`src/rtl/fm_pkg.sv`:
```
// Shared definitions for the frequency-multiplier sequencer: default widths,
// the sequencer state encoding and the autotrack deviation threshold.
package fm_pkg;

    localparam int FM_CNT_W       = 16;
    localparam int FM_MULT_W      = 4;
    localparam int FM_STATE_W     = 3;
    // A re-measured period is accepted once it deviates by more than period/8.
    localparam int FM_TRACK_SHIFT = 3;

    typedef enum logic [FM_STATE_W-1:0] {
        IDLE    = 3'd0,
        ARM     = 3'd1,
        SYNC    = 3'd2,
        MEASURE = 3'd3,
        DIVIDE  = 3'd4,
        RUN     = 3'd5,
        ERR     = 3'd6
    } fm_state_t;

endpackage

```
`src/rtl/fm_divider.sv`:
```
// Sequential restoring divider: one quotient bit per cycle, MSB first.
// done pulses for one cycle CNT_W+1 cycles after start; clr abandons a
// division in flight without ever raising done.
module fm_divider
    import fm_pkg::*;
#(
    parameter int CNT_W  = FM_CNT_W,
    parameter int MULT_W = FM_MULT_W
) (
    input  logic              clk,
    input  logic              rst,
    input  logic              clr,
    input  logic              start,
    input  logic [CNT_W-1:0]  dividend,
    input  logic [MULT_W-1:0] divisor,
    output logic              done,
    output logic [CNT_W-1:0]  quotient
);

    localparam int STEP_W = $clog2(CNT_W + 1);

    logic [MULT_W-1:0] rem;
    logic [MULT_W-1:0] dsor;
    logic [CNT_W-1:0]  q;
    logic [STEP_W-1:0] steps;
    logic              running;
    logic [MULT_W:0]   trial;
    logic              fits;

    // Partial remainder shifted left with the next dividend bit brought in.
    assign trial    = {rem, q[CNT_W-1]};
    assign fits     = trial >= {1'b0, dsor};
    assign quotient = q;

    // Load on start, then CNT_W shift/subtract steps, then one done cycle.
    always_ff @(posedge clk or posedge rst) begin
        if (rst) begin
            rem     <= '0;
            dsor    <= '0;
            q       <= '0;
            steps   <= '0;
            running <= 1'b0;
            done    <= 1'b0;
        end else begin
            done <= 1'b0;
            if (clr) begin
                running <= 1'b0;
                steps   <= '0;
            end else if (start) begin
                rem     <= '0;
                q       <= dividend;
                dsor    <= divisor;
                steps   <= STEP_W'(CNT_W);
                running <= 1'b1;
            end else if (running) begin
                if (steps != '0) begin
                    q     <= {q[CNT_W-2:0], fits};
                    rem   <= fits ? MULT_W'(trial - {1'b0, dsor}) : trial[MULT_W-1:0];
                    steps <= steps - 1'b1;
                end else begin
                    done    <= 1'b1;
                    running <= 1'b0;
                end
            end
        end
    end

endmodule

```
`src/rtl/fm_sequencer.sv`:
```
// Frequency-multiplier sequencer: measures the sip period, divides it by N
// and emits N evenly spaced fout pulses per period, re-phased on every rise.
// Optional build macro FM_SEQ_AUTOTRACK_EN: keep measuring in RUN and
// re-divide when the period drifts by more than period/8.
module fm_sequencer
    import fm_pkg::*;
#(
    parameter int CNT_W  = FM_CNT_W,
    parameter int MULT_W = FM_MULT_W
) (
    input  logic              clk,
    input  logic              rst,
    input  logic              sip,
    input  logic              adjust,
    input  logic [MULT_W-1:0] mult,
    output logic              fout,
    output logic              valid,
    output logic              busy,
    output logic              err,
    output logic [CNT_W-1:0]  period,
    output logic [CNT_W-1:0]  quot
);

    fm_state_t         state;
    fm_state_t         state_next;
    logic              sip_d;
    logic              rise;
    logic [CNT_W-1:0]  cnt;
    logic [CNT_W-1:0]  tick;
    logic [MULT_W-1:0] n_lat;
    logic [MULT_W-1:0] pcnt;
    logic [MULT_W-1:0] mult_eff;
    logic              cnt_full;
    logic              cnt_run;
    logic              div_start;
    logic              div_done;
    logic [CNT_W-1:0]  div_q;
    logic              quot_low;

    assign rise     = sip & ~sip_d;
    assign mult_eff = (mult == '0) ? MULT_W'(1) : mult;
    assign cnt_full = &cnt;
    assign quot_low = div_q < CNT_W'(2);

`ifdef FM_SEQ_AUTOTRACK_EN
    logic [CNT_W-1:0] dev;
    logic             retrack;

    assign dev     = (cnt > period) ? (cnt - period) : (period - cnt);
    assign retrack = dev > (period >> FM_TRACK_SHIFT);
    assign cnt_run = state inside {SYNC, MEASURE, DIVIDE, RUN};
`else
    assign cnt_run = state inside {SYNC, MEASURE};
`endif

    fm_divider #(
        .CNT_W  (CNT_W),
        .MULT_W (MULT_W)
    ) u_div (
        .clk      (clk),
        .rst      (rst),
        .clr      (adjust),
        .start    (div_start),
        .dividend (cnt),
        .divisor  (n_lat),
        .done     (div_done),
        .quotient (div_q)
    );

    // State register.
    always_ff @(posedge clk or posedge rst) begin
        if (rst) state <= IDLE;
        else     state <= state_next;
    end

    // Next state, divider start and status flags; adjust has top priority.
    always_comb begin
        state_next = state;
        div_start  = 1'b0;
        valid      = 1'b0;
        busy       = 1'b0;
        err        = 1'b0;
        case (state)
            IDLE: if (adjust) state_next = ARM;
            ARM:  if (!adjust) state_next = SYNC;
            SYNC: begin
                busy = 1'b1;
                if (adjust)    state_next = ARM;
                else if (rise) state_next = MEASURE;
            end
            MEASURE: begin
                busy = 1'b1;
                if (adjust) begin
                    state_next = ARM;
                end else if (rise) begin
                    div_start  = 1'b1;
                    state_next = DIVIDE;
                end else if (cnt_full) begin
                    state_next = ERR;
                end
            end
            DIVIDE: begin
                busy = 1'b1;
                if (adjust)        state_next = ARM;
                else if (div_done) state_next = quot_low ? ERR : RUN;
            end
            RUN: begin
                valid = 1'b1;
                if (adjust) state_next = ARM;
`ifdef FM_SEQ_AUTOTRACK_EN
                else if (div_done && quot_low) state_next = ERR;
                else if (rise)                 div_start  = retrack;
                else if (cnt_full)             state_next = ERR;
`endif
            end
            ERR: begin
                err = 1'b1;
                if (adjust) state_next = ARM;
            end
            default: state_next = IDLE;
        endcase
    end

    // Period counter, latched factor, results and the fout pulse generator.
    always_ff @(posedge clk or posedge rst) begin
        if (rst) begin
            sip_d  <= 1'b0;
            fout   <= 1'b0;
            period <= '0;
            quot   <= '0;
            cnt    <= '0;
            tick   <= '0;
            n_lat  <= MULT_W'(1);
            pcnt   <= '0;
        end else begin
            sip_d <= sip;
            fout  <= 1'b0;

            if (cnt_run) begin
                if (rise)           cnt <= CNT_W'(1);
                else if (!cnt_full) cnt <= cnt + 1'b1;
            end

            if (div_start) period <= cnt;

            if (!adjust && div_done && (state == DIVIDE || state == RUN))
                quot <= div_q;

            // pcnt starts at N so nothing fires in RUN before the first rise.
            if (state == ARM && !adjust) begin
                n_lat <= mult_eff;
                pcnt  <= mult_eff;
            end

            if (state == RUN && state_next == RUN) begin
                if (rise) begin
                    fout <= 1'b1;
                    tick <= quot - 1'b1;
                    pcnt <= MULT_W'(1);
                end else if (pcnt < n_lat) begin
                    if (tick == '0) begin
                        fout <= 1'b1;
                        pcnt <= pcnt + 1'b1;
                        tick <= quot - 1'b1;
                    end else begin
                        tick <= tick - 1'b1;
                    end
                end
            end
        end
    end

endmodule

```
`config.mk`:
```
export PLATFORM = sky130hd
export DESIGN_NAME = fm_sequencer
export DESIGN_NICKNAME = d
export VERILOG_FILES = /design/src/rtl/fm_pkg.sv /design/src/rtl/fm_divider.sv /design/src/rtl/fm_sequencer.sv
export SDC_FILE = /design/constraint.sdc
export NUM_CORES = 1
export LEC_CHECK = 0
export ABC_AREA = 1
export BUFFER_PORTS_ARGS = -buffer_cell sky130_fd_sc_hd__buf_2
export CAP_MARGIN = 15
export CORE_MARGIN = 1.5
export CORE_UTILIZATION = 45
export CTS_CLUSTER_SIZE = 40
export DETAILED_ROUTE_END_ITERATION = 7
export GPL_ROUTABILITY_DRIVEN = 0
export SLEW_MARGIN = 15
export SYNTH_ARGS = -nofsm -noshare
export SYNTH_HDL_FRONTEND = slang
export SYNTH_HIERARCHICAL = 1
export SYNTH_SLANG_ARGS = --single-unit
```
`constraint.sdc`:
```
create_clock -name clk -period 2.7 [get_ports clk]
set_input_delay 0.405 -clock clk [delete_from_list [all_inputs] [get_ports clk]]
set_output_delay 0.405 -clock clk [all_outputs]
set_load 0.05 [all_outputs]
```
## After elaboration in Yosys (flattened, before gate mapping)

Index checks and enable logic that the tools add are counted.
Widths: inputs -> output; s select.

- Logic and storage cells: 110
- Input bits: 8
- Bits in registers: 108
- Output and inout bits: 36

- $add $sub $neg: 6
- Magnitude comparators: 3
- Bitwise gates (word level): 3
- Muxes and demuxes: 51
- Equal/unequal tests: 8
- Reduce and logical (&&, ||, !) cells: 24

Operators with widths:

| cell | number |
|---|---|
| $mux 16 | 8 |
| $mux 4 | 10 |
| $sub 16x1->16 const B | 2 |
| $mux 3 | 9 |
| $mux 5 | 4 |
| $mux 1 | 18 |
| $add 16x1->16 const B | 1 |
| $logic_not 16->1 | 1 |
| $lt 16x2->1 const B | 1 |
| $reduce_and 16->1 | 1 |
| $pmux 3 s5 | 1 |
| $eq 3x3->1 const B | 4 |
| $reduce_and 2->1 | 4 |
| $reduce_bool 2->1 | 4 |
| $eq 3x2->1 const B | 2 |
| $reduce_bool 3->1 | 2 |
| $reduce_or 3->1 | 2 |
| $ge 5x4->1 | 1 |
| $reduce_bool 5->1 | 1 |
| $sub 5x1->5 const B | 1 |
| $add 4x1->4 const B | 1 |
| $logic_and 1x1->1 | 4 |
| $logic_not 4->1 | 1 |
| $lt 4x4->1 | 1 |
| 10 further kinds | 11 |

## Longest topological paths before layout

- Word-level depth: 8
- Mapped depth: 12
- Mapped depth without buffers: 11

## Hierarchy

Netlist, hierarchy kept.

By module, submodules not included:

| module | cells an instance | times used | area each (um^2) | seq. area each (um^2) |
|---|---|---|---|---|
| fm_sequencer | 682 | 1 | 4,787.1 | 1,928.1 |
| fm_divider | 215 | 1 | 1,644.1 | 775.7 |

## Worst setup path before layout

No wires, ideal clock.

- Kind: input to register
- From: in sip
- To: reg u_div.q[15] (netlist: u_div/quotient[15])
- Cell stages on the path: 10
- Required time: 2.574 ns
- Buffers on the path: 1
- Setup slack: 0.859 ns
- Data arrival time: 1.714 ns
- Path through: inv_1 -> nor2_1 -> inv_2 -> nor3_2 -> inv_2 -> nand4_1 -> nand2_1 -> nor2_4 -> buf_2 -> o21ai_0

- Word-level cells in the longest chain between the ends: 6

RTL lines:

| element | line | RTL |
|---|---|---|
| start: declaration | fm_sequencer.sv:13 | `input logic sip,` |
| $and 1x1->1 * | fm_sequencer.sv:40 | `assign rise = sip & ~sip_d;` |
| $mux 1 * | fm_sequencer.sv:95 | `end else if (rise) begin` |
| $mux 1 * | fm_sequencer.sv:93 | `if (adjust) begin` |
| $mux 1 * | fm_sequencer.sv:83 | `case (state)` |
| named net div_start | fm_sequencer.sv:35 | `logic div_start;` |
| $reduce_bool 2->1 (no line) | - |  |
| $reduce_and 3->1 (no line) | - |  |
| end signal: assignment | fm_divider.sv:51 | `q <= dividend;` |
| end signal: assignment | fm_divider.sv:57 | `q <= {q[CNT_W-2:0], fits};` |
| end: declaration | fm_divider.sv:24 | `logic [CNT_W-1:0] q;` |

The timed path passes the listed nets; every way through them passes the cells marked *.
A chain may end at the register's enable or synchronous reset.

## Final worst setup path

- From: reg state[0]
- To: out busy

- Word-level cells in the longest chain between the ends: 3

RTL lines:

| element | line | RTL |
|---|---|---|
| start: declaration | fm_sequencer.sv:24 | `fm_state_t state;` |
| start signal: assignment | fm_sequencer.sv:73 | `else state <= state_next;` |
| $eq 3x2->1 or $eq 3x3->1 (tied branches) | fm_sequencer.sv:83 |  |
| $reduce_or 3->1 (no line) * | - |  |
| $mux 1 * | fm_sequencer.sv:83 |  |
| end: declaration | fm_sequencer.sv:18 | `output logic busy,` |

Mark *: on every way between the ends. The rest lies on a longest branch, timed or not.

==> summary.txt <==
Outcome
  – Status: complete, no violations

Synth
  – Top_reg_cell synth: dfrtp_1
  – YS warnings: 6
  – Ys async rst share: 1.00
  – Syn_nets: ~920
  – EDFF count, synth: 0
  – Distinct cells, synth: 41
  – Register area share after synthesis: 0.420
  – Mapped Area: 6430 um2
  – Synth Register Bits: 108
  – Syn Area/Cell: 7.17 um2
  – Post-Synthesis Cells: approximately 900

Routing
  – WL/cell: around 14 um
  – DR iter-0 viols: 365
  – Total number of vias: about 5600
  – Detail Route Antenna Nets: 0
  – DRC: 0
  – Drt first pass iters: 7
  – Via density: about 5.0
  – WL final: 15.3 mm

STA
  – RSZ-0062 raised after global routing: false
  – Shortest period the worst path allows: 2.15 ns
  – Final Skew: ~0.0090 ns
  – Worst-Margin Slew: around 0.77 ns
  – Max-slew headroom: 0.489
  – Slew Limit Fails: 0
  – Endpoints failing setup: 0
  – Final period util: 0.796
  – Max Fclk: 0.466 GHz
  – Setup_tns: 0 ns
  – Hold Vio Cnt, Final: 0
  – Hold WS: roughly 0.14 ns

Power and ir drop
  – Logic pwr share: 0.427
  – Total leakage power: 0.00371 uW
  – Switching power: between 2000 and 3000 uW
  – PD cells: 901 nW/um2
  – Sw Share: 0.433
  – Internal Power: 3640 uW
  – Max VDD drop: roughly 860 uV
  – Sequential share of power: 0.353
  – Clock network power share: 0.219

CTS
  – CTS max path bufs: 2
  – Cts bufs inserted: 9
  – CTS tree: built
  – Setup Buffers After CTS: 0
  – Clk sinks: about 110
  – Clk_lat worst skew: approximately 0.35 ns
  – H-tree lvl count: 3
  – Cts hold-fix bufs: 0
  – Clk root buf: clkbuf_16
  – Register clock-pin slew on the reported worst setup and hold paths: roughly 0.070 ns
  – CTS resizes: 0

Placed design
  – Cells after DPL: between 1000 and 1500
  – HPWL after DPL: ~11 mm
  – Port Buffers: 43

Critical path
  – Worst path arrival time: between 1.5 and 2 ns
  – Req. time, crit path: around 2.3 ns
  – CP Launch Type: flop
  – CP Max Fanout: 8
  – CP Cell Sequence: inv_1 > nand2_1 > nor2_1 > inv_1 > nand2_1 > buf_2
  – Crit. End Element: output pin
  – CP bufs+invs: 3
  – Slowest cell on crit path: dfrtp_1
  – CP delay by family, top: buffers and inverters
  – CP Class: reg -> out
  – Max incr delay on CP: 0.48 ns

Finish
  – Final std cells w/o fill: approximately 1100
  – Share of post-route cells with drive strength above 1: 0.111
  – # diodes: 0
  – Fin nets: ~960
  – Area grow syn2layout: 10.9%

Run
  – Maxcap violations: 0

Floorplanning
  – Core area: 13900 um2
  – Top Ports: 44
  – Die span in y: between 100 and 150 um
  – Full die area: ~15000 um2
  – Initial Util: 0.462
  – FP Rows: 43
  – Die X: between 100 and 150 um

GRT
  – Initial antenna violation count: 0
  – First-pass GRT wire length: between 20 and 30 mm
  – Gr usage total: 0.220
  – Largest net degree at the start of global routing: between 40 and 50
  – Vias in the first global route: 5142
  – Remaining global-route overflow: 0

Hold path
  – HP Class: in -> async
[stage by stage]
step	setup slack, ns	util	cell area [um2]	power (uW)
6_report	0.552	0.512	7130	6420
4_1_cts	0.567	0.512	7130	6490
2_1_floorplan	0.330	-	6430	4520
3_5_place_dp	0.415	0.489	6810	5050
3_3_place_gp	0.536	0.489	6810	5020
5_1_grt	0.279	0.512	7130	6970
[sequential cells by signal (all words and copies together) (netlist names)]
register and cells:
cnt 16, u_div/quotient 16, state 3, u_div/done 1, u_div/steps 5, u_div/dsor 4
fout 1, quot 16, period 16, u_div/running 1, n_lat 4, u_div/rem 4
tick 16, sip_d 1, pcnt 4
[synth_stat cells, types with 2 or more instances]
cell	number	area share
nand2_1	283	0.17
inv_1	120	0.070
dfrtp_1	107	0.42
nand3_1	82	0.064
nor2_1	77	0.045
o21ai_0	76	0.059
xor2_1	18	0.025
a21oi_1	15	0.012
nand4_1	15	0.015
ha_1	12	0.023
clkbuf_1	9	0.0053
nor3_1	9	0.0070
o21ai_1	9	0.0070
buf_2	7	0.0054
o21ai_2	7	0.0095
inv_2	6	0.0035
nor2_4	6	0.011
buf_6	4	0.0070
mux2_2	3	0.0053
nand2_2	3	0.0029
nand3b_1	3	0.0035
nor2_2	3	0.0029
xnor2_1	3	0.0041
a21o_1	2	0.0023
buf_4	2	0.0023
[cells in the final DEF, fill, tap and decap left out, types with 6 or more instances in the layout]
master | Yosys | routed
nand2_1 | 283 | 283
inv_1 | 120 | 119
dfrtp_1 | 107 | 107
nand3_1 | 82 | 82
nor2_1 | 77 | 77
o21ai_0 | 76 | 76
buf_2 | 7 | 43
xor2_1 | 18 | 18
nand4_1 | 15 | 15
a21oi_1 | 15 | 15
ha_1 | 12 | 12
nor3_1 | 9 | 9
o21ai_1 | 9 | 9
clkbuf_16 | 0 | 9
o21ai_2 | 7 | 7
buf_4 | 2 | 7
inv_2 | 6 | 6
nor2_4 | 6 | 6
[kinds of logic after synthesis]
group           after synthesis  share of synthesized area
compound gates              115                     0.0984
xor+xnor                     21                     0.0286
fa+ha+maj                    13                     0.0265
buf+inv                     150                     0.0951
flops                       108                      0.420
mux                           3                    0.00525
simple gates                487                      0.326
[final timing paths]
path / startpoint / endpoint / slack, ns / cells past startpoint
worst min-delay path: rst / cnt[0] / 0.14 / 2
max in group asynchronous: rst / tick[4] / 1.90 / 3
worst max register to register: state[0] / period[12] / 0.57 / 8
worst max-delay path: state[0] / busy / 0.55 / 6
worst min register to register: tick[0] / tick[0] / 0.49 / 2
min in group clk: sip / sip_d / 0.17 / 1
[layer usage]
| metal | track usage | part of all wire |
|---|---|---|
| met5 | 0 | 0 |
| met4 | 0.0567 | 0.015 |
| met3 | 0.0432 | 0.039 |
| met2 | 0.348 | 0.44 |
| met1 | 0.311 | 0.50 |
[power by group through the flow]
stage | Clock, uW | Combinational [uW] | Sequential (uW)
final | 1410 | 2740 | 2270
after global routing | 1510 | 3130 | 2320
after CTS | 1450 | 2770 | 2270
after detailed placement | 0 | 2760 | 2290
after global placement | 0 | 2720 | 2290
after floorplan | 0 | 2010 | 2520
[worst register-to-register path, stage by stage (launching register included)]
cell	delay (ns)
dfrtp_1	0.50
nand2_2	0.12
nor2_4	0.14
inv_2	0.06
nor3_2	0.19
buf_4	0.33
inv_1	0.41
nand2_1	0.18
o21ai_0	0.09
[area by class of cell]
type | count | area, um2
fillers | 1417 | 6800
multi-input cells | 639 | 3120
flip-flops and latches | 108 | 2700
inverters | 127 | 480
repair buffers | 51 | 288
clock buffers | 12 | 267
well taps | 180 | 225
clock inverters | 4 | 52.6
Note: power is estimated with default switching activity, not from simulation.
